### config.mk
export PLATFORM = sky130hd
export DESIGN_NAME = xc_malu_issue
export DESIGN_NICKNAME = d
export VERILOG_FILES = /design/src/rtl/xc_malu_pkg.sv /design/src/rtl/xc_malu_issue_decode.sv /design/src/rtl/xc_malu_issue.sv
export SDC_FILE = /design/constraint.sdc
export NUM_CORES = 1
export LEC_CHECK = 0
export CAP_MARGIN = 20
export CELL_PAD_IN_SITES_DETAIL_PLACEMENT = 1
export CELL_PAD_IN_SITES_GLOBAL_PLACEMENT = 1
export CORE_MARGIN = 2
export CORE_UTILIZATION = 31
export CTS_BUF_LIST = sky130_fd_sc_hd__clkbuf_8 sky130_fd_sc_hd__clkbuf_16
export CTS_CLUSTER_SIZE = 24
export DETAILED_ROUTE_END_ITERATION = 12
export PLACE_DENSITY = 0.82
export REMOVE_ABC_BUFFERS = 1
export SKIP_CTS_REPAIR_TIMING = 1
export SYNTH_ARGS = -nofsm -noshare
export SYNTH_HDL_FRONTEND = slang
export SYNTH_SLANG_ARGS = --single-unit
### constraint.sdc
create_clock -name clock -period 5.4 [get_ports clock]
set_input_delay 1.35 -clock clock [delete_from_list [all_inputs] [get_ports clock]]
set_output_delay 1.35 -clock clock [all_outputs]
set_load 0.05 [all_outputs]
### src/rtl/xc_malu_pkg.sv
// xc_malu_pkg: shared definitions for the xc_malu issue sequencer.
//   - request class encodings (CLS_MUL .. CLS_RSV)
//   - pack-width index constants used by the pmul class
//   - FSM state encoding of the issue sequencer
package xc_malu_pkg;

    // Request class encoding as delivered by the decoder.
    localparam logic [2:0] CLS_MUL  = 3'd0;
    localparam logic [2:0] CLS_PMUL = 3'd1;
    localparam logic [2:0] CLS_DIV  = 3'd2;
    localparam logic [2:0] CLS_REM  = 3'd3;
    localparam logic [2:0] CLS_MACC = 3'd4;
    localparam logic [2:0] CLS_MADD = 3'd5;
    localparam logic [2:0] CLS_MSUB = 3'd6;
    localparam logic [2:0] CLS_RSV  = 3'd7;

    // Number of real (one-hot) instruction lines towards the malu.
    localparam int N_INSN = 7;

    // Pack-width select indices; anything above PW_IDX_MAX is illegal.
    localparam logic [2:0] PW_IDX_0   = 3'd0;
    localparam logic [2:0] PW_IDX_1   = 3'd1;
    localparam logic [2:0] PW_IDX_2   = 3'd2;
    localparam logic [2:0] PW_IDX_3   = 3'd3;
    localparam logic [2:0] PW_IDX_4   = 3'd4;
    localparam logic [2:0] PW_IDX_MAX = PW_IDX_4;

    // Pack width presented for every class other than pmul.
    localparam logic [4:0] PW_DEFAULT = 5'b00001;

    // Issue sequencer states.
    typedef enum logic [1:0] {
        ST_IDLE = 2'd0,
        ST_RUN  = 2'd1,
        ST_FLSH = 2'd2,
        ST_HOLD = 2'd3
    } state_t;

endpackage

### src/rtl/xc_malu_issue_decode.sv
// xc_malu_issue_decode: combinational request decode for the malu.
// Ports:
//   cls        in   request class (CLS_*)
//   pw         in   pack-width select, only meaningful for pmul
//   clmul      in   carryless request flag
//   insn       out  one-hot instruction lines, bit index == class
//   pw_onehot  out  malu pack-width vector
//   carryless  out  carryless qualified by class (mul/pmul only)
//   err        out  reserved class, or pmul with an out-of-range pw
module xc_malu_issue_decode
    import xc_malu_pkg::*;
(
    input  logic [2:0]        cls,
    input  logic [2:0]        pw,
    input  logic              clmul,
    output logic [N_INSN-1:0] insn,
    output logic [4:0]        pw_onehot,
    output logic              carryless,
    output logic              err
);

    // The reserved class shifts into bit 7, which is dropped, so it
    // naturally decodes to no instruction line at all.
    logic [7:0] cls_onehot;

    always_comb begin
        cls_onehot = 8'b1 << cls;
        insn       = cls_onehot[N_INSN-1:0];

        pw_onehot = PW_DEFAULT;
        if (cls == CLS_PMUL) begin
            // MSB-first: pw 0 selects bit 4, pw 4 selects bit 0.
            case (pw)
                PW_IDX_0: pw_onehot = 5'b10000;
                PW_IDX_1: pw_onehot = 5'b01000;
                PW_IDX_2: pw_onehot = 5'b00100;
                PW_IDX_3: pw_onehot = 5'b00010;
                PW_IDX_4: pw_onehot = 5'b00001;
                default:  pw_onehot = 5'b00000;
            endcase
        end

        carryless = clmul && ((cls == CLS_MUL) || (cls == CLS_PMUL));
        err       = (cls == CLS_RSV) || ((cls == CLS_PMUL) && (pw > PW_IDX_MAX));
    end

endmodule

### src/rtl/xc_malu_issue.sv
// xc_malu_issue: initiator-side sequencer for the xc_malu valid/ready/flush
// interface. Takes one decoded request, holds operands/control stable on the
// malu until it reports ready, then offers the 64-bit result to writeback.
// Ports:
//   clock, resetn          clock, synchronous active-low reset
//   kill                   pipeline flush, abandons in-flight or held request
//   req_*                  request channel (valid/ready) with class,
//                          modifiers, operands and destination tag
//   malu_*  (outputs)      registered operands/control, valid and flush
//   malu_ready, malu_result_1/0   malu completion and result
//   rsp_*                  response channel (valid/ready) with tag, result,
//                          error flag and saturating RUN-cycle count
//   dbg_state              current FSM state, for observation only
//
// Handshakes: a transfer happens on a rising edge where valid && ready are
// both high. rsp_valid, once high, stays high with stable payload until
// rsp_ready or kill. req_ready depends on kill and rsp_ready combinationally.
module xc_malu_issue
    import xc_malu_pkg::*;
#(
    parameter int CYCLE_W = 8
) (
    input  logic               clock,
    input  logic               resetn,
    input  logic               kill,

    input  logic               req_valid,
    output logic               req_ready,
    input  logic [2:0]         req_class,
    input  logic [2:0]         req_pw,
    input  logic               req_lhs_sign,
    input  logic               req_rhs_sign,
    input  logic               req_unsigned,
    input  logic               req_clmul,
    input  logic [31:0]        req_rs1,
    input  logic [31:0]        req_rs2,
    input  logic [31:0]        req_rs3,
    input  logic [4:0]         req_rd,

    output logic [31:0]        malu_rs1,
    output logic [31:0]        malu_rs2,
    output logic [31:0]        malu_rs3,
    output logic               malu_valid,
    output logic               malu_flush,
    input  logic               malu_ready,
    output logic               malu_insn_mul,
    output logic               malu_insn_pmul,
    output logic               malu_insn_div,
    output logic               malu_insn_rem,
    output logic               malu_insn_macc,
    output logic               malu_insn_madd,
    output logic               malu_insn_msub,
    output logic [4:0]         malu_pw,
    output logic               malu_lhs_sign,
    output logic               malu_rhs_sign,
    output logic               malu_drem_unsigned,
    output logic               malu_carryless,
    input  logic [31:0]        malu_result_1,
    input  logic [31:0]        malu_result_0,

    output logic               rsp_valid,
    input  logic               rsp_ready,
    output logic [4:0]         rsp_rd,
    output logic [31:0]        rsp_hi,
    output logic [31:0]        rsp_lo,
    output logic               rsp_err,
    output logic [CYCLE_W-1:0] rsp_cycles,

    output state_t             dbg_state
);

    state_t            state;
    state_t            state_nxt;
    logic              accept;
    logic [N_INSN-1:0] insn_q;

    logic [N_INSN-1:0] dec_insn;
    logic [4:0]        dec_pw;
    logic              dec_carryless;
    logic              dec_err;

    // Decode the live request; results are latched only on accept.
    xc_malu_issue_decode u_decode (
        .cls       (req_class),
        .pw        (req_pw),
        .clmul     (req_clmul),
        .insn      (dec_insn),
        .pw_onehot (dec_pw),
        .carryless (dec_carryless),
        .err       (dec_err)
    );

    assign accept    = req_valid && req_ready;
    assign dbg_state = state;

    assign malu_insn_mul  = insn_q[CLS_MUL];
    assign malu_insn_pmul = insn_q[CLS_PMUL];
    assign malu_insn_div  = insn_q[CLS_DIV];
    assign malu_insn_rem  = insn_q[CLS_REM];
    assign malu_insn_macc = insn_q[CLS_MACC];
    assign malu_insn_madd = insn_q[CLS_MADD];
    assign malu_insn_msub = insn_q[CLS_MSUB];

    // State register.
    always_ff @(posedge clock) begin
        if (!resetn) begin
            state <= ST_IDLE;
        end else begin
            state <= state_nxt;
        end
    end

    // Next-state logic. Illegal requests bypass the malu entirely.
    always_comb begin
        state_nxt = state;
        case (state)
            ST_IDLE: begin
                if (accept) begin
                    state_nxt = dec_err ? ST_HOLD : ST_RUN;
                end
            end
            ST_RUN: begin
                if (kill) begin
                    state_nxt = ST_FLSH;
                end else if (malu_ready) begin
                    state_nxt = ST_HOLD;
                end
            end
            ST_FLSH: begin
                state_nxt = ST_IDLE;
            end
            ST_HOLD: begin
                if (kill) begin
                    state_nxt = ST_IDLE;
                end else if (rsp_ready) begin
                    if (accept) begin
                        state_nxt = dec_err ? ST_HOLD : ST_RUN;
                    end else begin
                        state_nxt = ST_IDLE;
                    end
                end
            end
            default: state_nxt = ST_IDLE;
        endcase
    end

    // Handshake and malu strobes. Everything is forced low while in reset
    // so a mid-operation reset never emits a flush.
    always_comb begin
        req_ready  = 1'b0;
        malu_valid = 1'b0;
        malu_flush = 1'b0;
        rsp_valid  = 1'b0;
        if (resetn) begin
            case (state)
                ST_IDLE: begin
                    req_ready = !kill;
                end
                ST_RUN: begin
                    // kill wins over completion: valid drops, flush still fires.
                    malu_valid = !kill;
                    malu_flush = kill || malu_ready;
                end
                ST_FLSH: begin
                    malu_flush = 1'b1;
                end
                ST_HOLD: begin
                    rsp_valid = 1'b1;
                    req_ready = rsp_ready && !kill;
                end
                default: begin
                    req_ready = 1'b0;
                end
            endcase
        end
    end

    // Request latch, RUN-cycle counter and response capture.
    always_ff @(posedge clock) begin
        if (!resetn) begin
            malu_rs1           <= '0;
            malu_rs2           <= '0;
            malu_rs3           <= '0;
            insn_q             <= '0;
            malu_pw            <= '0;
            malu_lhs_sign      <= 1'b0;
            malu_rhs_sign      <= 1'b0;
            malu_drem_unsigned <= 1'b0;
            malu_carryless     <= 1'b0;
            rsp_rd             <= '0;
            rsp_hi             <= '0;
            rsp_lo             <= '0;
            rsp_err            <= 1'b0;
            rsp_cycles         <= '0;
        end else begin
            if (accept) begin
                rsp_rd     <= req_rd;
                rsp_cycles <= '0;
                if (dec_err) begin
                    // The malu-facing registers keep their old values.
                    rsp_err <= 1'b1;
                    rsp_hi  <= '0;
                    rsp_lo  <= '0;
                end else begin
                    rsp_err            <= 1'b0;
                    malu_rs1           <= req_rs1;
                    malu_rs2           <= req_rs2;
                    malu_rs3           <= req_rs3;
                    insn_q             <= dec_insn;
                    malu_pw            <= dec_pw;
                    malu_lhs_sign      <= req_lhs_sign;
                    malu_rhs_sign      <= req_rhs_sign;
                    malu_drem_unsigned <= req_unsigned;
                    malu_carryless     <= dec_carryless;
                end
            end else if (state == ST_RUN) begin
                if (rsp_cycles != '1) begin
                    rsp_cycles <= rsp_cycles + CYCLE_W'(1);
                end
                if (malu_ready && !kill) begin
                    rsp_hi <= malu_result_1;
                    rsp_lo <= malu_result_0;
                end
            end
        end
    end

endmodule

# --- Word-level counts from Yosys, hierarchy flattened ---
# Index checks and enable logic that the tools add are counted.
totals:
  reg_bits: 192
  inputBits: 181
  out_inout_bits: 196
  elab_cells: 79
op_classes:
  add_sub_neg: 1
  magnitude_cmp: 1
  n_eq_ne: 14
  n_shift: 1
  muxes: 26
  n_bitwise: 2
  n_reduce_logical: 19
op_table:
  columns: ["operator", "count"]
  rows:
  - ["2-to-1 mux 32 bit", 7]
  - ["one-hot mux 5 bit (5 select lines)", 1]
  - ["2-to-1 mux 2 bit", 7]
  - ["adder 8 x 1 -> 8 bit, second input constant", 1]
  - ["!= test 8 bit, second input constant", 1]
  - ["one-hot mux 2 bit (4 select lines)", 1]
  - ["2-to-1 mux 1 bit", 7]
  - ["left shift 1 x 3 -> 7 bit, first input constant", 1]
  - ["equality test 3 x 1 -> 1 bit, second input constant", 2]
  - ["equality test 3 x 2 -> 1 bit, second input constant", 2]
  - ["equality test 3 bit, second input constant", 2]
  - ["zero test 3 bit", 2]
  - ["!= test 3 bit, second input constant", 2]
  - ["AND reduction 3 bit", 2]
  - ["logical AND 1 bit", 5]
  - ["2-to-1 mux 5 bit", 1]
  - ["equality test 2 bit, second input constant", 2]
  - ["one-hot mux 1 bit (2 select lines)", 2]
  - ["AND reduction 2 bit", 2]
  - ["nonzero test 2 bit", 2]
  - ["> comparator 3 bit, second input constant", 1]
  - ["logical OR 1 bit", 3]
  - ["equality test 2 x 1 -> 1 bit, second input constant", 1]
  - ["zero test 2 bit", 1]
  - ["other kinds (5)", 6]

# --- Depth between registers and ports, before layout ---
# Gate-level depths: netlist of the first run.
depth:
  depth_word: 9
  mapped_depth: 8
  ltp_nobuf: 6

# --- Hierarchy ---
# A second synthesis of the first run with hierarchy kept.
hier_totals:
  cells_unflattened: 757
  area_unflattened_um2: 6821.5
modules_own_cells:
  columns: ["module", "n_inst", "cells_per_inst", "area_each_um2", "seq_area_each_um2"]
  rows:
  - ["xc_malu_issue", 1, 735, 6650.1, 3843.7]
  - ["xc_malu_issue_decode", 1, 22, 171.4, 0.0]

# --- Worst setup path before layout of the first run ---
# No wires, ideal clock.
synth_path:
  kind: "input -> output"
  start: "in resetn"
  end: "out req_ready"
  arrival_ps: 3097
  required_ps: 4050
  slack_ps: 953
  path_stages: 2
  path_cell_list: "clkinv_1 -> nor4_1"
synth_via:
  elab_chain_len: 1
synth_rtl:
  columns: ["item", "line_no", "source"]
  rows:
  - ["from (decl)", "xc_malu_issue.sv:24", "input logic resetn,"]
  - ["2-to-1 mux 1 bit", "xc_malu_issue.sv:154", "if (resetn) begin"]
  - ["to (decl)", "xc_malu_issue.sv:28", "output logic req_ready,"]
# No other way between the ends.

# --- Final worst setup path of the first run ---
layout_path:
  start: "in kill"
  end: "out req_ready"
layout_via:
  elab_chain_len: 4
layout_rtl:
  columns: ["item", "line_no", "source"]
  rows:
  - ["from (decl)", "xc_malu_issue.sv:25", "input logic kill,"]
  - ["zero test 1 bit (*)", "xc_malu_issue.sv:157, xc_malu_issue.sv:169", null]
  - ["logical AND 1 bit", "xc_malu_issue.sv:169", "req_ready = rsp_ready && !kill;"]
  - ["one-hot mux 1 bit (2 select lines) (*)", "xc_malu_issue.sv:155", "case (state)"]
  - ["2-to-1 mux 1 bit (*)", "xc_malu_issue.sv:154", null]
# Every way passes the cells marked *; elsewhere a longest branch is shown, timed or not.

==> results of run 1 <==
## registers in the layout (all words and copies together), names as in the netlist
register            count
malu_rs3               32
rsp_err                 1
malu_drem_unsigned      1
rsp_rd                  5
rsp_cycles              8
malu_rhs_sign           1
insn_q                  7
rsp_hi                 32
malu_carryless          1
dbg_state               2
malu_rs1               32
malu_pw                 5
rsp_lo                 32
malu_lhs_sign           1
malu_rs2               32
## cells by family (layout without fill, tap and decap cells)
logic type	Yosys count	in the layout
AO/OA/AOI/OAI	304	304
other	0	1
flip-flops	192	192
AND/OR/NAND/NOR	168	168
multiplexers	5	5
adder cells (fa/ha/maj)	6	6
buffers and inverters	83	427
XOR/XNOR	5	5
## final cells by class
cell class / instances / area, µm² / share of cell area
Tap cell: 319 / 399 / 0.0338
Clock buffer: 19 / 453 / 0.0384
Multi-Input combinational cell: 488 / 3090 / 0.262
Clock inverter: 13 / 123 / 0.0104
Inverter: 10 / 38.8 / 0.00329
Antenna cell: 1 / 2.50 / 0.000212
Sequential cell: 192 / 3840 / 0.326
Timing Repair Buffer: 385 / 3840 / 0.326
## final timing paths
kind | start | end | slack [ns]
worst max-delay path | kill | req_ready | 0.96
worst min-delay path | malu_rs1[21] | malu_rs1[21] | 0.46
worst max register to register | dbg_state[1] | malu_rs3[27] | 2.58
worst min register to register | malu_rs1[21] | malu_rs1[21] | 0.46
## report_power, final
| part | switching [mW] | internal [mW] |
|---|---|---|
| combinational | 0.888 | 0.485 |
| sequential | 0.0823 | 1.56 |
| clock | 0.617 | 0.634 |
## cells in the mapped netlist (3+ instances only)
master    count  area share
dfxtp_1     192        0.53
nand2_1     127       0.065
o21ai_0     105       0.072
o211ai_1    100        0.10
a22o_2       47       0.064
clkbuf_1     44       0.023
buf_2        20       0.014
a22o_1       17       0.020
a21oi_1      12      0.0082
nor2_1       11      0.0057
inv_1         9      0.0046
buf_6         7       0.011
nand3_1       7      0.0048
ha_1          6       0.010
mux2i_1       5      0.0069
nor3_1        4      0.0027
o21ai_2       3      0.0036
xnor2_1       3      0.0036
## metrics by stage
stage / TNS [ns] / hold WS (ns) / power [mW] / worst slack (ns) / instances
after floorplan: -4.37 / 0.667 / 2.46 / -0.0804 / 690
after global placement: 0 / 0.442 / 3.03 / 0.977 / 1394
after detailed placement: 0 / 0.450 / 3.05 / 0.946 / 1394
after CTS: 0 / 0.461 / 4.31 / 0.946 / 1426
after global routing: 0 / 0.484 / 4.46 / 0.873 / 1427
final: 0 / 0.458 / 4.26 / 0.955 / 1427
## routing by layer
metal	track usage	vias to the layer above	part of all wire
met4	0.0593	0	0.020
li1	-	3446	-
met1	0.251	3455	0.39
met2	0.373	271	0.48
met3	0.0999	33	0.11
met5	0	-	0
## critical path: stages
cell	delay, ns
clkdlybuf4s50_1	0.53
nor4_1	0.35
clkdlybuf4s50_1	0.87
==> flow_metrics.env, run 1 <==
export IMPL_synth_edff_count=0
export IMPL_leakagePower_nw=4.08
export IMPL_cts_sinks=192
export IMPL_min_period_ns=4.44
export IMPL_p_per_area_nw_per_um2=362
export IMPL_hold_viol_final=0
export IMPL_io_pins=377
export IMPL_via_per_inst=5.05
export IMPL_synth_seq_cells=192
export IMPL_grt_overflow=0
export IMPL_dr_pass1_iters=4
export IMPL_dp_hpwl_mm=19.7
export IMPL_routedWlPerCell_um=19.9
export IMPL_drc=0
export IMPL_synthToLayoutAreaGrowth_pct=61.6
export IMPL_ys_seq_area_frac=0.527
export IMPL_antenna_found_initial=1
export IMPL_netlist_area_um2=7300
export IMPL_status="finished, final reports clean"
export IMPL_final_area_um2=11800
export IMPL_slew_headroom=0.288
export IMPL_core_area_um2=23300
export IMPL_rsz0062_at_grt="no"
export IMPL_setup_viol=0
export IMPL_cts_tree="yes"
export IMPL_cts_htree_levels=4
export IMPL_clk_pin_slew_ns=0.08
export IMPL_drv_cap=0
export IMPL_drv_slew=0
export IMPL_grt_pass1_wl_mm=42.6
export IMPL_ir_drop_uv=155
export IMPL_cts_path_max_buffers=2
export IMPL_worstPathArrival_ns=3.09
export IMPL_synth_compound_area_frac=0.297
export IMPL_ys_warn_count=0
export IMPL_rows=56
export IMPL_yosys_area_share_simple=0.0993
export IMPL_die_y_um=157
export IMPL_fp_dieW_um=157
export IMPL_yosys_most_used_dff="dfxtp_1"
export IMPL_numPortBuffers=376
export IMPL_reg2reg_depth=7
export IMPL_finalCritPeriodShare=0.823
export IMPL_avgSynthCellArea_um2=9.57
export IMPL_ys_types=49
export IMPL_track_usage=0.220
export IMPL_finalWirelength_mm=28.4
export IMPL_mostFrequentLayoutCell="clkdlybuf4s50_1"
export IMPL_synthAdderAreaFrac=0.0103
export IMPL_synth_xor_area_frac=0.00600
export IMPL_hold_class="reg2reg"
export IMPL_die_area_um2=24800
export IMPL_synth_async_sr_flop_share=0
export IMPL_worst_pin_slew_ns=1.07
export IMPL_final_cell_mix="clkdlybuf4s50_1 (375), dfxtp_1 (192), nand2_1 (127), o21ai_0 (105), o211ai_1 (100)"
export IMPL_cp_start_kind="primary input"
export IMPL_grt_max_degree=112
export IMPL_critPathKind="in2out"
export IMPL_antenna_left=0
export IMPL_crit_fanout=9
export IMPL_cts_made_buffers=17
export IMPL_synth_mux_area_frac=0.00686
export IMPL_synth_cells=763
export IMPL_gp_congestion=0.749
export IMPL_clk_latency_ns=0.42
export IMPL_drive_above_1_share=0.0949
export IMPL_fin_skew_ns=0.00916
export IMPL_grt_pass1_vias=7411
export IMPL_cp_end_kind="output pin"
export IMPL_fillers=2643
export IMPL_nNetsFinal=1281
export IMPL_synth_top_family_by_area="compound AO/OA/AOI/OAI gates"
export IMPL_whs_path_depth=2
export IMPL_placed_cell_area_um2=11200
export IMPL_via_count=7205
export IMPL_crit_required_ns=4.05
export IMPL_finish_utilization=0.507
export IMPL_clock_root_buffer="clkbuf_16"
export IMPL_fmax_mhz=225
export IMPL_start_util=0.314
export IMPL_drtIter0Drc=346
Power figures use the tool's default switching activity.
==> inputs of run 2 (changes only) <==
--- a/config.mk
+++ b/config.mk
@@ -9,11 +9,11 @@
 export CELL_PAD_IN_SITES_DETAIL_PLACEMENT = 1
 export CELL_PAD_IN_SITES_GLOBAL_PLACEMENT = 1
 export CORE_MARGIN = 2
-export CORE_UTILIZATION = 31
+export CORE_UTILIZATION = 28
 export CTS_BUF_LIST = sky130_fd_sc_hd__clkbuf_8 sky130_fd_sc_hd__clkbuf_16
 export CTS_CLUSTER_SIZE = 24
 export DETAILED_ROUTE_END_ITERATION = 12
-export PLACE_DENSITY = 0.82
+export PLACE_DENSITY = 0.75
 export REMOVE_ABC_BUFFERS = 1
 export SKIP_CTS_REPAIR_TIMING = 1
 export SYNTH_ARGS = -nofsm -noshare
==> constraint.sdc (replaced) <==
create_clock -name clock -period 4.4 [get_ports clock]
set_input_delay 1.1 -clock clock [delete_from_list [all_inputs] [get_ports clock]]
set_output_delay 1.1 -clock clock [all_outputs]
set_load 0.05 [all_outputs]
==> run 2 against run 1 <==
Final cell count grew 1.1%. Worst hold slack lost 0.00084 ns. Non-clock buffer count grew 2. Flip-flop and latch count is the same. Largest cell class is now non-clock buffers.
==> flow_metrics.env, run 2 (synthesis results as in run 1) <==
export IMPL_status="finished, final reports clean"
export IMPL_final_cell_mix="clkdlybuf4s50_1 (372), dfxtp_1 (192), nand2_1 (127), o21ai_0 (105), o211ai_1 (100)"
export IMPL_dp_hpwl_mm=20.1
export IMPL_io_pins=377
export IMPL_antenna_left=0
export IMPL_wl_met2_mm=13.6
export IMPL_ir_drop_uv=270
export IMPL_track_usage=0.200
export IMPL_fillers=2892
export IMPL_r2r_start="dbg_state[0]"
export IMPL_numPortBuffers=376
export IMPL_crit_fanout=9
export IMPL_nNetsFinal=1283
export IMPL_cts_sinks=192
export IMPL_r2r_end="rsp_hi[18]"
export IMPL_drive_above_1_share=0.0984
export IMPL_grt_overflow=0
export IMPL_met3WireLength_mm=3.25
export IMPL_critPathKind="in2out"
export IMPL_drv_slew=0
export IMPL_mostFrequentLayoutCell="clkdlybuf4s50_1"
export IMPL_place_ws_ns=0.857
export IMPL_die_y_um=165
export IMPL_synthToLayoutAreaGrowth_pct=62.1
export IMPL_gp_congestion=0.774
export IMPL_finalCritPeriodShare=0.808
export IMPL_reg2reg_setup_slack_ns=1.67
export IMPL_fmax_mhz=281
export IMPL_finalWirelength_mm=28.9
export IMPL_die_area_um2=27400
export IMPL_grt_max_degree=85
export IMPL_top_layer="met4"
export IMPL_p_per_area_nw_per_um2=443
export IMPL_critPathCapture="req_ready"
export IMPL_core_area_um2=25800
export IMPL_clk_latency_ns=0.43
export IMPL_cp_start_kind="primary input"
export IMPL_hold_viol_final=0
export IMPL_drc=0
export IMPL_cp_end_kind="output pin"
export IMPL_via_count=7244
export IMPL_via_per_inst=5.02
export IMPL_slew_headroom=0.352
export IMPL_worst_slack_ns=0.845
export IMPL_antenna_found_initial=0
export IMPL_wl_met1_mm=11.5
export IMPL_grt_pass1_vias=7359
export IMPL_fp_dieW_um=165
export IMPL_cts_htree_levels=4
export IMPL_clk_pin_slew_ns=0.07
export IMPL_hold_class="reg2reg"
export IMPL_drv_cap=0
export IMPL_cts_path_max_buffers=2
export IMPL_setup_viol=0
export IMPL_crit_start="kill"
export IMPL_fin_skew_ns=0.0172
export IMPL_start_util=0.282
export IMPL_leakagePower_nw=4.10
export IMPL_dr_pass1_iters=4
export IMPL_rows=59
export IMPL_crit_required_ns=3.30
export IMPL_antennaDiodeCount=0
export IMPL_worstPathArrival_ns=2.45
export IMPL_cts_made_buffers=17
export IMPL_drtIter0Drc=328
export IMPL_min_period_ns=3.55
export IMPL_cts_tree="yes"
export IMPL_worst_pin_slew_ns=0.972
export IMPL_routedWlPerCell_um=20.0
export IMPL_setup_tns_ns=0
export IMPL_clock_root_buffer="clkbuf_16"
export IMPL_reg2reg_depth=7
export IMPL_rsz0062_at_grt="no"
export IMPL_grt_pass1_wl_mm=42.1
-- run 2: worst max-delay path: stages --
cell and delay (ns):
clkdlybuf4s50_1 0.57, nor4_1 0.57, buf_12 0.21
-- run 2: worst min path at each step --
stage | from | end | slack (ns) | cells after the start
CTS | malu_rs2[16] | malu_rs2[16] | 0.46 | 2
global route | malu_rs2[7] | malu_rs2[7] | 0.48 | 2
finish | malu_rs2[16] | malu_rs2[16] | 0.46 | 2
global placement | malu_rs2[29] | malu_rs2[29] | 0.44 | 2
detailed placement | rsp_rd[4] | rsp_rd[4] | 0.45 | 2
floorplan | insn_q[0] | insn_q[0] | 0.67 | 2
-- run 2: through the flow --
stage	cells	util	area (µm²)	hold WS, ns	total power, mW
global route	1443	0.458	11800	0.485	5.48
finish	1443	0.458	11800	0.457	5.24
global placement	1412	0.436	11300	0.442	3.74
detailed placement	1412	0.436	11300	0.452	3.76
floorplan	690	-	6940	0.667	3.02
CTS	1443	0.458	11800	0.461	5.31
-- run 2: power by group --
group	switching, mW	total [mW]	internal (mW)	leakage (nW)
Combinational	1.10	1.70	0.604	2.27
Sequential	0.105	2.01	1.91	1.55
Clock	0.760	1.52	0.761	0.272
Total	1.96	5.24	3.27	4.10
-- run 2: layer usage --
metal,global-route usage,vias up
met5,0,-
met4,0.0521,0
met3,0.0934,31
met2,0.334,287
met1,0.230,3489
li1,-,3437
-- run 2: area by class of cell --
class                      count  area [µm²]  share of cell area
timing repair buffer         387        3870               0.328
sequential                   192        3840               0.325
multi-input combinational    488        3090               0.261
clock buffer                  18         439              0.0371
tap                          335         419              0.0354
clock inverter                13         123              0.0104
inverter                      10        38.8             0.00328
==> inputs of run 3 (changes only) <==
--- a/config.mk
+++ b/config.mk
@@ -9,11 +9,11 @@
 export CELL_PAD_IN_SITES_DETAIL_PLACEMENT = 1
 export CELL_PAD_IN_SITES_GLOBAL_PLACEMENT = 1
 export CORE_MARGIN = 2
-export CORE_UTILIZATION = 28
+export CORE_UTILIZATION = 26
 export CTS_BUF_LIST = sky130_fd_sc_hd__clkbuf_8 sky130_fd_sc_hd__clkbuf_16
 export CTS_CLUSTER_SIZE = 24
 export DETAILED_ROUTE_END_ITERATION = 12
-export PLACE_DENSITY = 0.75
+export PLACE_DENSITY = 0.73
 export REMOVE_ABC_BUFFERS = 1
 export SKIP_CTS_REPAIR_TIMING = 1
 export SYNTH_ARGS = -nofsm -noshare
==> constraint.sdc (replaced) <==
create_clock -name clock -period 3.03 [get_ports clock]
set_input_delay 0.7575 -clock clock [delete_from_list [all_inputs] [get_ports clock]]
set_output_delay 0.7575 -clock clock [all_outputs]
set_load 0.05 [all_outputs]
==> run 3 against run 2 <==
Critical endpoint unchanged. Via count shrank 0.12%. Final cell count increased by 3.8%. Largest cell class unchanged. Clock skew down 0.0029 ns. Largest power group unchanged. Global-route usage down 1.3 points. Utilization fell by 2.2 points. Non-clock buffer count grew 10. First-iteration DRC count shrank 7.9%.
==> flow_metrics.env, run 3 (synthesis results as in run 1) <==
export IMPL_status="finished, final reports clean"
export IMPL_via_count=7235
export IMPL_mostFrequentLayoutCell="clkdlybuf4s50_1"
export IMPL_crit_path_top_delay_cell="dfxtp_1"
export IMPL_finalCritPeriodShare=0.908
export IMPL_final_cell_mix="clkdlybuf4s50_1 (371), dfxtp_1 (192), nand2_1 (127), o21ai_0 (105), o211ai_1 (100)"
export IMPL_numPortBuffers=376
export IMPL_grt_max_degree=108
export IMPL_leakagePower_nw=4.19
export IMPL_routedWlPerCell_um=18.8
export IMPL_power_switching_mw=2.83
export IMPL_rows=61
export IMPL_die_area_um2=29400
export IMPL_hold_viol_final=0
export IMPL_cp_cell_sequence="inv_1 > ha_1 > a21oi_1 > nor4_1 > buf_4 > buf_12"
export IMPL_clk_pin_slew_ns=0.07
export IMPL_cp_slowest_stage_delay_ns=0.42
export IMPL_worstPathArrival_ns=1.99
export IMPL_grt_pass1_wl_mm=42.4
export IMPL_drv_cap=0
export IMPL_cp_end_kind="output pin"
export IMPL_setup_tns_ns=0
export IMPL_min_delay_start="malu_rs1[10]"
export IMPL_fin_skew_ns=0.0142
export IMPL_finalWirelength_mm=28.2
export IMPL_crit_fanout=5
export IMPL_crit_required_ns=2.27
export IMPL_track_usage=0.187
export IMPL_grt_overflow=0
export IMPL_min_period_ns=2.75
export IMPL_synthToLayoutAreaGrowth_pct=65.6
export IMPL_cp_start_kind="flop"
export IMPL_clock_root_buffer="clkbuf_16"
export IMPL_grt_use_met1=0.213
export IMPL_p_per_area_nw_per_um2=636
export IMPL_p_int_mw=4.85
export IMPL_fp_dieW_um=172
export IMPL_reg2reg_setup_slack_ns=0.74
export IMPL_seq_power_share=0.380
export IMPL_use_met3=0.0966
export IMPL_drv_slew=0
export IMPL_power_frac_clock=0.291
export IMPL_cts_htree_levels=4
export IMPL_drive_above_1_share=0.105
export IMPL_swShare=0.369
export IMPL_grt_pass1_vias=7483
export IMPL_worst_hold_slack_ns=0.457
export IMPL_gp_congestion=0.760
export IMPL_p_comb_frac=0.329
export IMPL_antenna_found_initial=1
export IMPL_dr_pass1_iters=4
export IMPL_grt_util_met2=0.304
export IMPL_crit_start="dbg_state[1]"
export IMPL_cts_made_buffers=17
export IMPL_fillers=3103
export IMPL_drc=0
export IMPL_worst_pin_slew_ns=0.614
export IMPL_critPathKind="reg2out"
export IMPL_rsz0062_at_grt="no"
export IMPL_start_util=0.263
export IMPL_antenna_left=0
export IMPL_clk_latency_ns=0.45
export IMPL_via_per_inst=4.83
export IMPL_ir_drop_uv=333
export IMPL_setup_viol=0
export IMPL_r2r_start="dbg_state[1]"
export IMPL_hold_class="reg2reg"
export IMPL_nNetsFinal=1293
export IMPL_cts_sinks=192
export IMPL_fmax_mhz=363
export IMPL_grt_busiest_layer="met2"
export IMPL_core_area_um2=27700
export IMPL_dp_hpwl_mm=19.6
export IMPL_slew_headroom=0.589
export IMPL_io_pins=377
export IMPL_drtIter0Drc=302
export IMPL_die_y_um=172
export IMPL_cts_tree="yes"
export IMPL_cts_path_max_buffers=2
[run 3: final timing paths]
kind / endpoint / cells after the start
max: req_ready / 6
min: malu_rs1[10] / 2
max reg2reg: rsp_hi[21] / 7
min reg2reg: malu_rs1[10] / 2
[run 3: power by group through the flow]
stage | combinational [mW] | clock, mW | sequential, mW
final | 2.53 | 2.23 | 2.92
after global routing | 2.69 | 2.40 | 2.95
after CTS | 2.56 | 2.30 | 2.92
after detailed placement | 2.55 | 0 | 2.98
after global placement | 2.53 | 0 | 2.97
after floorplan | 0.570 | 0 | 3.82
[run 3: area by class of cell]
class	instances	area, µm²	area share
diodes	1	2.50	0.000207
flip-flops and latches	192	3840	0.318
clock buffers	17	425	0.0352
inverters	10	38.8	0.00321
multi-input cells	488	3090	0.256
well taps	378	473	0.0391
repair buffers	397	4070	0.337
clock inverters	15	140	0.0116
[run 3: layer usage]
layer | part of all wire | vias up
met1 | 0.41 | 3467
met2 | 0.46 | 280
met4 | 0.016 | 0
met5 | 0 | -
met3 | 0.12 | 23
li1 | - | 3465
[run 3: worst max-delay path, delay by kind of cell (launching register included)]
family	cells	cell delay (ns)
simple gates	1	0.09
fa+ha+maj	1	0.26
flops	1	0.42
compound gates	1	0.37
buf+inv	3	0.41
[run 3: through the flow]
step	setup WS, ns	util	instance area, µm²	instances	total power, mW
after detailed placement	0.262	0.416	11500	1465	5.52
after global routing	0.130	0.436	12100	1498	8.03
after CTS	0.234	0.436	12100	1497	7.78
final	0.279	0.436	12100	1498	7.69
after floorplan	-2.31	-	6940	690	4.39
after global placement	0.291	0.416	11500	1465	5.50
